===== config.mk =====
export PLATFORM = sky130hd
export DESIGN_NAME = mv_score_accum_flat
export DESIGN_NICKNAME = d
export VERILOG_FILES = /design/src/rtl/mv_pkg.sv /design/src/rtl/mv_score_accum_if.sv /design/src/rtl/mv_mac.sv /design/src/rtl/mv_score_accum.sv /design/src/flat_wrapper.sv
export SDC_FILE = /design/constraint.sdc
export NUM_CORES = 1
export LEC_CHECK = 0
export ABC_AREA = 1
export CAP_MARGIN = 15
export CELL_PAD_IN_SITES_DETAIL_PLACEMENT = 1
export CELL_PAD_IN_SITES_GLOBAL_PLACEMENT = 2
export CORE_UTILIZATION = 36
export DETAILED_ROUTE_END_ITERATION = 8
export PLACE_DENSITY_LB_ADDON = 0.1
export SKIP_CTS_REPAIR_TIMING = 1
export SLEW_MARGIN = 20
export SYNTH_ARGS = -nofsm -noshare
export SYNTH_HDL_FRONTEND = slang
export SYNTH_SLANG_ARGS = --single-unit

===== constraint.sdc =====
create_clock -name iClk -period 10.6 [get_ports iClk]
set_clock_uncertainty 0.2 [all_clocks]
set_input_delay 3.18 -clock iClk [delete_from_list [all_inputs] [get_ports iClk]]
set_output_delay 3.18 -clock iClk [all_outputs]
set_load 0.01 [all_outputs]

===== src/rtl/mv_pkg.sv =====
// Shared widths and FSM state encoding for the matched-filter score accumulator.
package mv_pkg;

    localparam int POS_W   = 13;
    localparam int SCORE_W = 32;

    typedef enum logic [1:0] {
        ST_IDLE  = 2'd0,
        ST_ACCUM = 2'd1,
        ST_DONE  = 2'd2
    } state_e;

endpackage


===== src/rtl/mv_score_accum_if.sv =====
// Sample/score bus of mv_score_accum: master drives the sample stream, slave returns window scores.
interface mv_score_accum_if
    import mv_pkg::*;
#(
    parameter int DATA_W = 16
);

    logic               iStart;
    logic               iValid;
    logic [DATA_W-1:0]  iData;
    logic [DATA_W-1:0]  iCoef;
    logic               oRst_reg;
    logic               oValid;
    logic [SCORE_W-1:0] oData_out;
    logic [POS_W-1:0]   oPosition;
    logic               oBusy;
    logic               oFrame_done;

    modport master (
        output iStart, iValid, iData, iCoef,
        input  oRst_reg, oValid, oData_out, oPosition, oBusy, oFrame_done
    );

    modport slave (
        input  iStart, iValid, iData, iCoef,
        output oRst_reg, oValid, oData_out, oPosition, oBusy, oFrame_done
    );

endinterface


===== src/rtl/mv_mac.sv =====
// Multiply-accumulate for one window; sum_o is the running sum including the current sample.
// Macro MV_SCORE_SAT_EN selects saturating accumulation instead of modulo-2^32 wrap.
module mv_mac
    import mv_pkg::*;
#(
    parameter int DATA_W = 16
) (
    input  logic               iClk,
    input  logic               iReset,
    input  logic               en_i,
    input  logic               first_i,
    input  logic [DATA_W-1:0]  data_i,
    input  logic [DATA_W-1:0]  coef_i,
    output logic [SCORE_W-1:0] sum_o
);

    logic [2*DATA_W-1:0] prod_full;
    logic [SCORE_W-1:0]  prod;
    logic [SCORE_W-1:0]  base;
    logic [SCORE_W-1:0]  acc_q;
    logic [SCORE_W-1:0]  acc_d;
`ifdef MV_SCORE_SAT_EN
    logic [SCORE_W:0]    wide;
`endif

    always_comb begin
        prod_full = data_i * coef_i;
        prod      = SCORE_W'(prod_full);
        // The first sample of a window loads rather than adds, so no explicit clear is needed.
        base      = first_i ? '0 : acc_q;
`ifdef MV_SCORE_SAT_EN
        wide      = {1'b0, base} + {1'b0, prod};
        sum_o     = wide[SCORE_W] ? '1 : wide[SCORE_W-1:0];
`else
        sum_o     = base + prod;
`endif
        acc_d     = en_i ? sum_o : acc_q;
    end

    // NOTE: state registers use non-blocking assignments so every flop samples pre-edge values.
    always_ff @(posedge iClk) begin
        if (iReset) acc_q <= '0;
        else        acc_q <= acc_d;
    end

endmodule


===== src/rtl/mv_score_accum.sv =====
// Frame sequencer: counts samples per window and windows per frame, registers each window score.
// Accumulator arithmetic lives in mv_mac (saturating when MV_SCORE_SAT_EN is defined).
module mv_score_accum
    import mv_pkg::*;
#(
    parameter int WIN_LEN = 64,
    parameter int NUM_POS = 4800,
    parameter int DATA_W  = 16
) (
    input  logic        iClk,
    input  logic        iReset,
    mv_score_accum_if.slave bus
);

    localparam int                 CNT_W    = $clog2(WIN_LEN);
    localparam logic [CNT_W-1:0]   CNT_LAST = CNT_W'(WIN_LEN - 1);
    localparam logic [POS_W-1:0]   POS_LAST = POS_W'(NUM_POS - 1);

    state_e             state_q, state_d;
    logic [CNT_W-1:0]   cnt_q, cnt_d;
    logic [POS_W-1:0]   idx_q, idx_d;
    logic               rst_reg_q, rst_reg_d;
    logic               valid_q, valid_d;
    logic [SCORE_W-1:0] score_q, score_d;
    logic [POS_W-1:0]   pos_q, pos_d;
    logic               accept;
    logic               frame_end;
    logic [SCORE_W-1:0] mac_sum;

    mv_mac #(.DATA_W(DATA_W)) u_mac (
        .iClk    (iClk),
        .iReset  (iReset),
        .en_i    (accept),
        .first_i (cnt_q == '0),
        .data_i  (bus.iData),
        .coef_i  (bus.iCoef),
        .sum_o   (mac_sum)
    );

    // NOTE: every always_comb output gets a default first so no path infers a latch.
    always_comb begin
        state_d   = state_q;
        cnt_d     = cnt_q;
        idx_d     = idx_q;
        rst_reg_d = 1'b0;
        valid_d   = 1'b0;
        score_d   = score_q;
        pos_d     = pos_q;
        // The cycle showing the last window's score closes the frame; no sample is taken then.
        frame_end = valid_q && (pos_q == POS_LAST);
        accept    = (state_q == ST_ACCUM) && bus.iValid && !frame_end;

        unique case (state_q)
            ST_IDLE: begin
                if (bus.iStart) begin
                    state_d   = ST_ACCUM;
                    rst_reg_d = 1'b1;
                    cnt_d     = '0;
                    idx_d     = '0;
                end
            end
            ST_ACCUM: begin
                if (frame_end) begin
                    state_d = ST_DONE;
                end else if (accept) begin
                    if (cnt_q == CNT_LAST) begin
                        cnt_d   = '0;
                        valid_d = 1'b1;
                        score_d = mac_sum;
                        pos_d   = idx_q;
                        if (idx_q != POS_LAST) idx_d = idx_q + 1'b1;
                    end else begin
                        cnt_d = cnt_q + 1'b1;
                    end
                end
            end
            ST_DONE: state_d = ST_IDLE;
            default: state_d = ST_IDLE;
        endcase
    end

    always_ff @(posedge iClk) begin
        if (iReset) begin
            state_q   <= ST_IDLE;
            cnt_q     <= '0;
            idx_q     <= '0;
            rst_reg_q <= 1'b0;
            valid_q   <= 1'b0;
            score_q   <= '0;
            pos_q     <= '0;
        end else begin
            state_q   <= state_d;
            cnt_q     <= cnt_d;
            idx_q     <= idx_d;
            rst_reg_q <= rst_reg_d;
            valid_q   <= valid_d;
            score_q   <= score_d;
            pos_q     <= pos_d;
        end
    end

    assign bus.oRst_reg    = rst_reg_q;
    assign bus.oValid      = valid_q;
    assign bus.oData_out   = score_q;
    assign bus.oPosition   = pos_q;
    assign bus.oBusy       = (state_q != ST_IDLE);
    assign bus.oFrame_done = (state_q == ST_DONE);

endmodule

===== src/flat_wrapper.sv =====
// flat-port wrapper written by rule: the top's interface ports become plain ports
module mv_score_accum_flat import mv_pkg::*;
#(
    parameter int WIN_LEN = 64,
    parameter int NUM_POS = 4800,
    parameter int DATA_W  = 16
)
  (iClk, iReset, bus_iStart, bus_iValid, bus_iData, bus_iCoef, bus_oRst_reg, bus_oValid, bus_oData_out, bus_oPosition, bus_oBusy, bus_oFrame_done);
  mv_score_accum_if #(.DATA_W(DATA_W)) bus_i ();
  input  logic iClk;
  input  logic iReset;
  input wire logic [$bits(bus_i.iStart)-1:0] bus_iStart;
  input wire logic [$bits(bus_i.iValid)-1:0] bus_iValid;
  input wire logic [$bits(bus_i.iData)-1:0] bus_iData;
  input wire logic [$bits(bus_i.iCoef)-1:0] bus_iCoef;
  output wire logic [$bits(bus_i.oRst_reg)-1:0] bus_oRst_reg;
  output wire logic [$bits(bus_i.oValid)-1:0] bus_oValid;
  output wire logic [$bits(bus_i.oData_out)-1:0] bus_oData_out;
  output wire logic [$bits(bus_i.oPosition)-1:0] bus_oPosition;
  output wire logic [$bits(bus_i.oBusy)-1:0] bus_oBusy;
  output wire logic [$bits(bus_i.oFrame_done)-1:0] bus_oFrame_done;
  assign bus_i.iStart = bus_iStart;
  assign bus_i.iValid = bus_iValid;
  assign bus_i.iData = bus_iData;
  assign bus_i.iCoef = bus_iCoef;
  assign bus_oRst_reg = bus_i.oRst_reg;
  assign bus_oValid = bus_i.oValid;
  assign bus_oData_out = bus_i.oData_out;
  assign bus_oPosition = bus_i.oPosition;
  assign bus_oBusy = bus_i.oBusy;
  assign bus_oFrame_done = bus_i.oFrame_done;
  mv_score_accum #(.WIN_LEN(WIN_LEN), .NUM_POS(NUM_POS), .DATA_W(DATA_W)) u_core (.iClk(iClk), .iReset(iReset), .bus(bus_i));
endmodule

==> out/metrics.csv, run 1 <==
stage,metric,value,unit
run_status,status,"finished, final reports clean",
drt,DR WL met3,1130,um
global_routing,initial antenna violation count,0,
worst_setup_path,Startpoint Class,primary input,
floorplanning,die height,204,um
drt,DR iter-0 viols,380,
worst_setup_path,Setup Crit Path Kind,in -> reg,
global_routing,GRT Total Usage,0.229,
finish,area of the multi-input gates,10000,um2
drt,Routed WL,44300,um
global_routing,first-pass GRT wire length,74400,um
floorplanning,Initial Util,0.367,
synthesis,register area share after synthesis,0.136,
placed_design,Place WS,0.693,ns
worst_setup_path,required time of the critical path,10.66,ns
clock_tree,clk slew on worst S/H paths,0.08,ns
synthesis,cell count after synthesis,2105,
timing,Setup WS post-layout,1.13,ns
worst_setup_path,CP Capture Type,register,
timing,final number of max-transition violations,0,
timing,"Setup violations, final",0,
synthesis,Synth cell types,34,
clock_tree,CTS tree,done,
worst_setup_path,WP data arrival,9.53,ns
clock_tree,total number of clock tree sinks,100,
drt,top routing layer in use,met4,
drt,vias,12300,
clock_tree,CTS HTree Levels,3,
drt,WL per Instance,16.7,um
timing,Setup TNS,0,ns
global_routing,GR Overflow Total,0,
timing,crit path time final,9.47,ns
drt,Routed met1 length,22200,um
timing,worst slew pin tran,0.841,ns
floorplanning,num ports,85,
run,max cap viols,0,
floorplanning,DIE AREA,41600,um2
placed_design,PortBufs,84,
finish,# fillers,5117,
synthesis,average cell area after synthesis,6.98,um2
drt,post-DR vias/cell,4.63,
placed_design,Final Wtd Congestion,0.834,
clock_tree,Inserted Clock Buffers,9,
synthesis,Yosys reg bits,100,
floorplanning,Die W,204,um
timing,final hold vios,0,
synthesis,syn nets,2468,
drt,metal2 WL,20400,um
finish,Area growth syn-to-layout,10.4,%
finish,fin cells,2651,
placed_design,Placed Instances,2635,
drt,"antenna viol nets, final",0,
worst_setup_path,"critical path fanouts, max",16,
finish,# diodes,0,
timing,Max Fclk,0.106,GHz
drt,DRC violations left,0,
placed_design,detailed placement HPWL,37000,um
finish,FF+latch area,2000,um2
drt,drt pass-1 iters,5,
clock_tree,"Clk Latency, worst-skew pair",0.37,ns
clock_tree,CTS root buffer,clkbuf_16,
global_routing,vias in the first global route,13500,
timing,max_slew headroom,0.438,
global_routing,largest net degree at the start of global routing,64,
worst_hold_path,worst min-delay path class,reg -> reg,
synthesis,Syn Std Cell Area,14700,um2
timing,RSZ-0062 raised after global routing,no,
floorplanning,core footprint,40000,um2
finish,layout cells sized above 1,0.0221,
finish,# nets final,2484,
timing,post-route clock period utilization,0.893,
clock_tree,Clock Path Buffers,2,
synthesis,Yosys warning total,0,
floorplanning,row cnt,73,
==> through the flow <==
stage / hold WS (ns) / cell area, um2 / utilization
finish: 0.279 / 16200 / 0.406
floorplan: 0.255 / 14700 / -
global route: 0.312 / 16200 / 0.406
CTS: 0.285 / 16200 / 0.406
global placement: 0.263 / 15900 / 0.397
detailed placement: 0.271 / 15900 / 0.397
==> worst max-delay path, stage by stage <==
cell	delay [ns]
clkdlybuf4s50_1	0.98
nand2_1	0.18
fa_1	0.54
fa_1	0.55
inv_1	0.05
fa_1	0.52
inv_1	0.06
fa_1	0.53
inv_1	0.06
fa_1	0.48
inv_1	0.05
fa_1	0.48
inv_1	0.04
ha_1	0.38
nand2_1	0.14
nor2_1	0.33
nand3_1	0.19
nand3_1	0.20
nand2_1	0.16
nand4_1	0.14
nand3_1	0.13
nand2_1	0.09
inv_1	0.04
==> metal layers <==
metal | global-route usage | vias to the layer above
met2 | 0.379 | 151
li1 | - | 6031
met5 | 0 | -
met1 | 0.328 | 6058
met4 | 0.0466 | 0
met3 | 0.0179 | 34
==> path summary, 6_finish.rpt <==
kind	from	endpoint	slack [ns]	cells after the start
hold reg to reg	u_core.bus.oData_out[1]$_SDFFE_PP0P_	u_core.bus.oData_out[1]$_SDFFE_PP0P_	0.28	2
setup / recovery	bus_iData[10]	u_core.bus.oData_out[29]$_SDFFE_PP0P_	1.13	23
hold / removal	u_core.bus.oData_out[1]$_SDFFE_PP0P_	u_core.bus.oData_out[1]$_SDFFE_PP0P_	0.28	2
setup reg to reg	u_core.cnt_q[0]$_SDFFE_PP0P_	u_core.bus.oData_out[29]$_SDFFE_PP0P_	4.88	22
==> cell families (layout without fill, tap and decap cells) <==
family	Yosys count	after routing	share of synthesized area
AND/OR/NAND/NOR	845	845	0.232
AO/OA/AOI/OAI	111	111	0.0429
buffers and inverters	698	719	0.182
XOR/XNOR	24	24	0.0143
flip-flops	100	100	0.136
adder cells (fa/ha/maj)	327	327	0.393
==> cell type report <==
| class | count | area share |
|---|---|---|
| multi-input cells | 1307 | 0.618 |
| inverters | 604 | 0.140 |
| flip-flops and latches | 100 | 0.123 |
| repair buffers | 99 | 0.0585 |
| well taps | 525 | 0.0405 |
| clock buffers | 10 | 0.0141 |
| clock inverters | 6 | 0.00578 |
==> Yosys cell counts (all sizes together) <==
library cell	count	area [um2]
fa	225	4500
o21ai	36	180
a21o	4	30.0
nor2	144	563
nor3b	1	7.51
a21oi	45	225
clkinv	2	8.75
nand4	18	113
a22oi	1	7.51
o21a	18	135
and2	1	6.26
nand2	585	2200
nand3	86	460
o21bai	2	15.0
dfxtp	100	2000
ha	102	1280
xor2	15	131
xnor2	9	78.8
inv	602	2260
o211ai	4	30.0
nor3	10	50.1
a211oi	1	7.51
buf	16	109
clkbuf	78	293
==> placed cells by master (no fill, tap or decap), drive strengths merged, types with 18 or more instances in the layout <==
master	instances
nand2	585
dfxtp	100
nor2	144
nand4	18
nand3	86
ha	102
a21oi	45
o21ai	36
o21a	18
fa	225
clkdlybuf4s50	83
inv	605
Power of run 1 is not shown: default switching activity piles up to over one toggle a cycle in this logic, so the estimate is an artifact.
==> run 2: changes to the inputs <==
--- a/config.mk
+++ b/config.mk
@@ -6,6 +6,7 @@
 export NUM_CORES = 1
 export LEC_CHECK = 0
 export ABC_AREA = 1
+export ABC_CLOCK_PERIOD_IN_PS = 10600
 export CAP_MARGIN = 15
 export CELL_PAD_IN_SITES_DETAIL_PLACEMENT = 1
 export CELL_PAD_IN_SITES_GLOBAL_PLACEMENT = 2
==> results of run 2 <==
No change in the layout: final DEF, timing and power equal those of run 1.
Power of run 2 is left out for the same reason.
==> run 3: changes to the inputs <==
--- a/config.mk
+++ b/config.mk
@@ -11,8 +11,10 @@
 export CELL_PAD_IN_SITES_DETAIL_PLACEMENT = 1
 export CELL_PAD_IN_SITES_GLOBAL_PLACEMENT = 2
 export CORE_UTILIZATION = 36
+export CTS_CLUSTER_DIAMETER = 120
 export DETAILED_ROUTE_END_ITERATION = 8
 export PLACE_DENSITY_LB_ADDON = 0.1
+export SETUP_SLACK_MARGIN = 0.05
 export SKIP_CTS_REPAIR_TIMING = 1
 export SLEW_MARGIN = 20
 export SYNTH_ARGS = -nofsm -noshare
==> results of run 3 <==
No change in the layout: final DEF, timing and power equal those of run 1.
Power of run 3 is left out for the same reason.
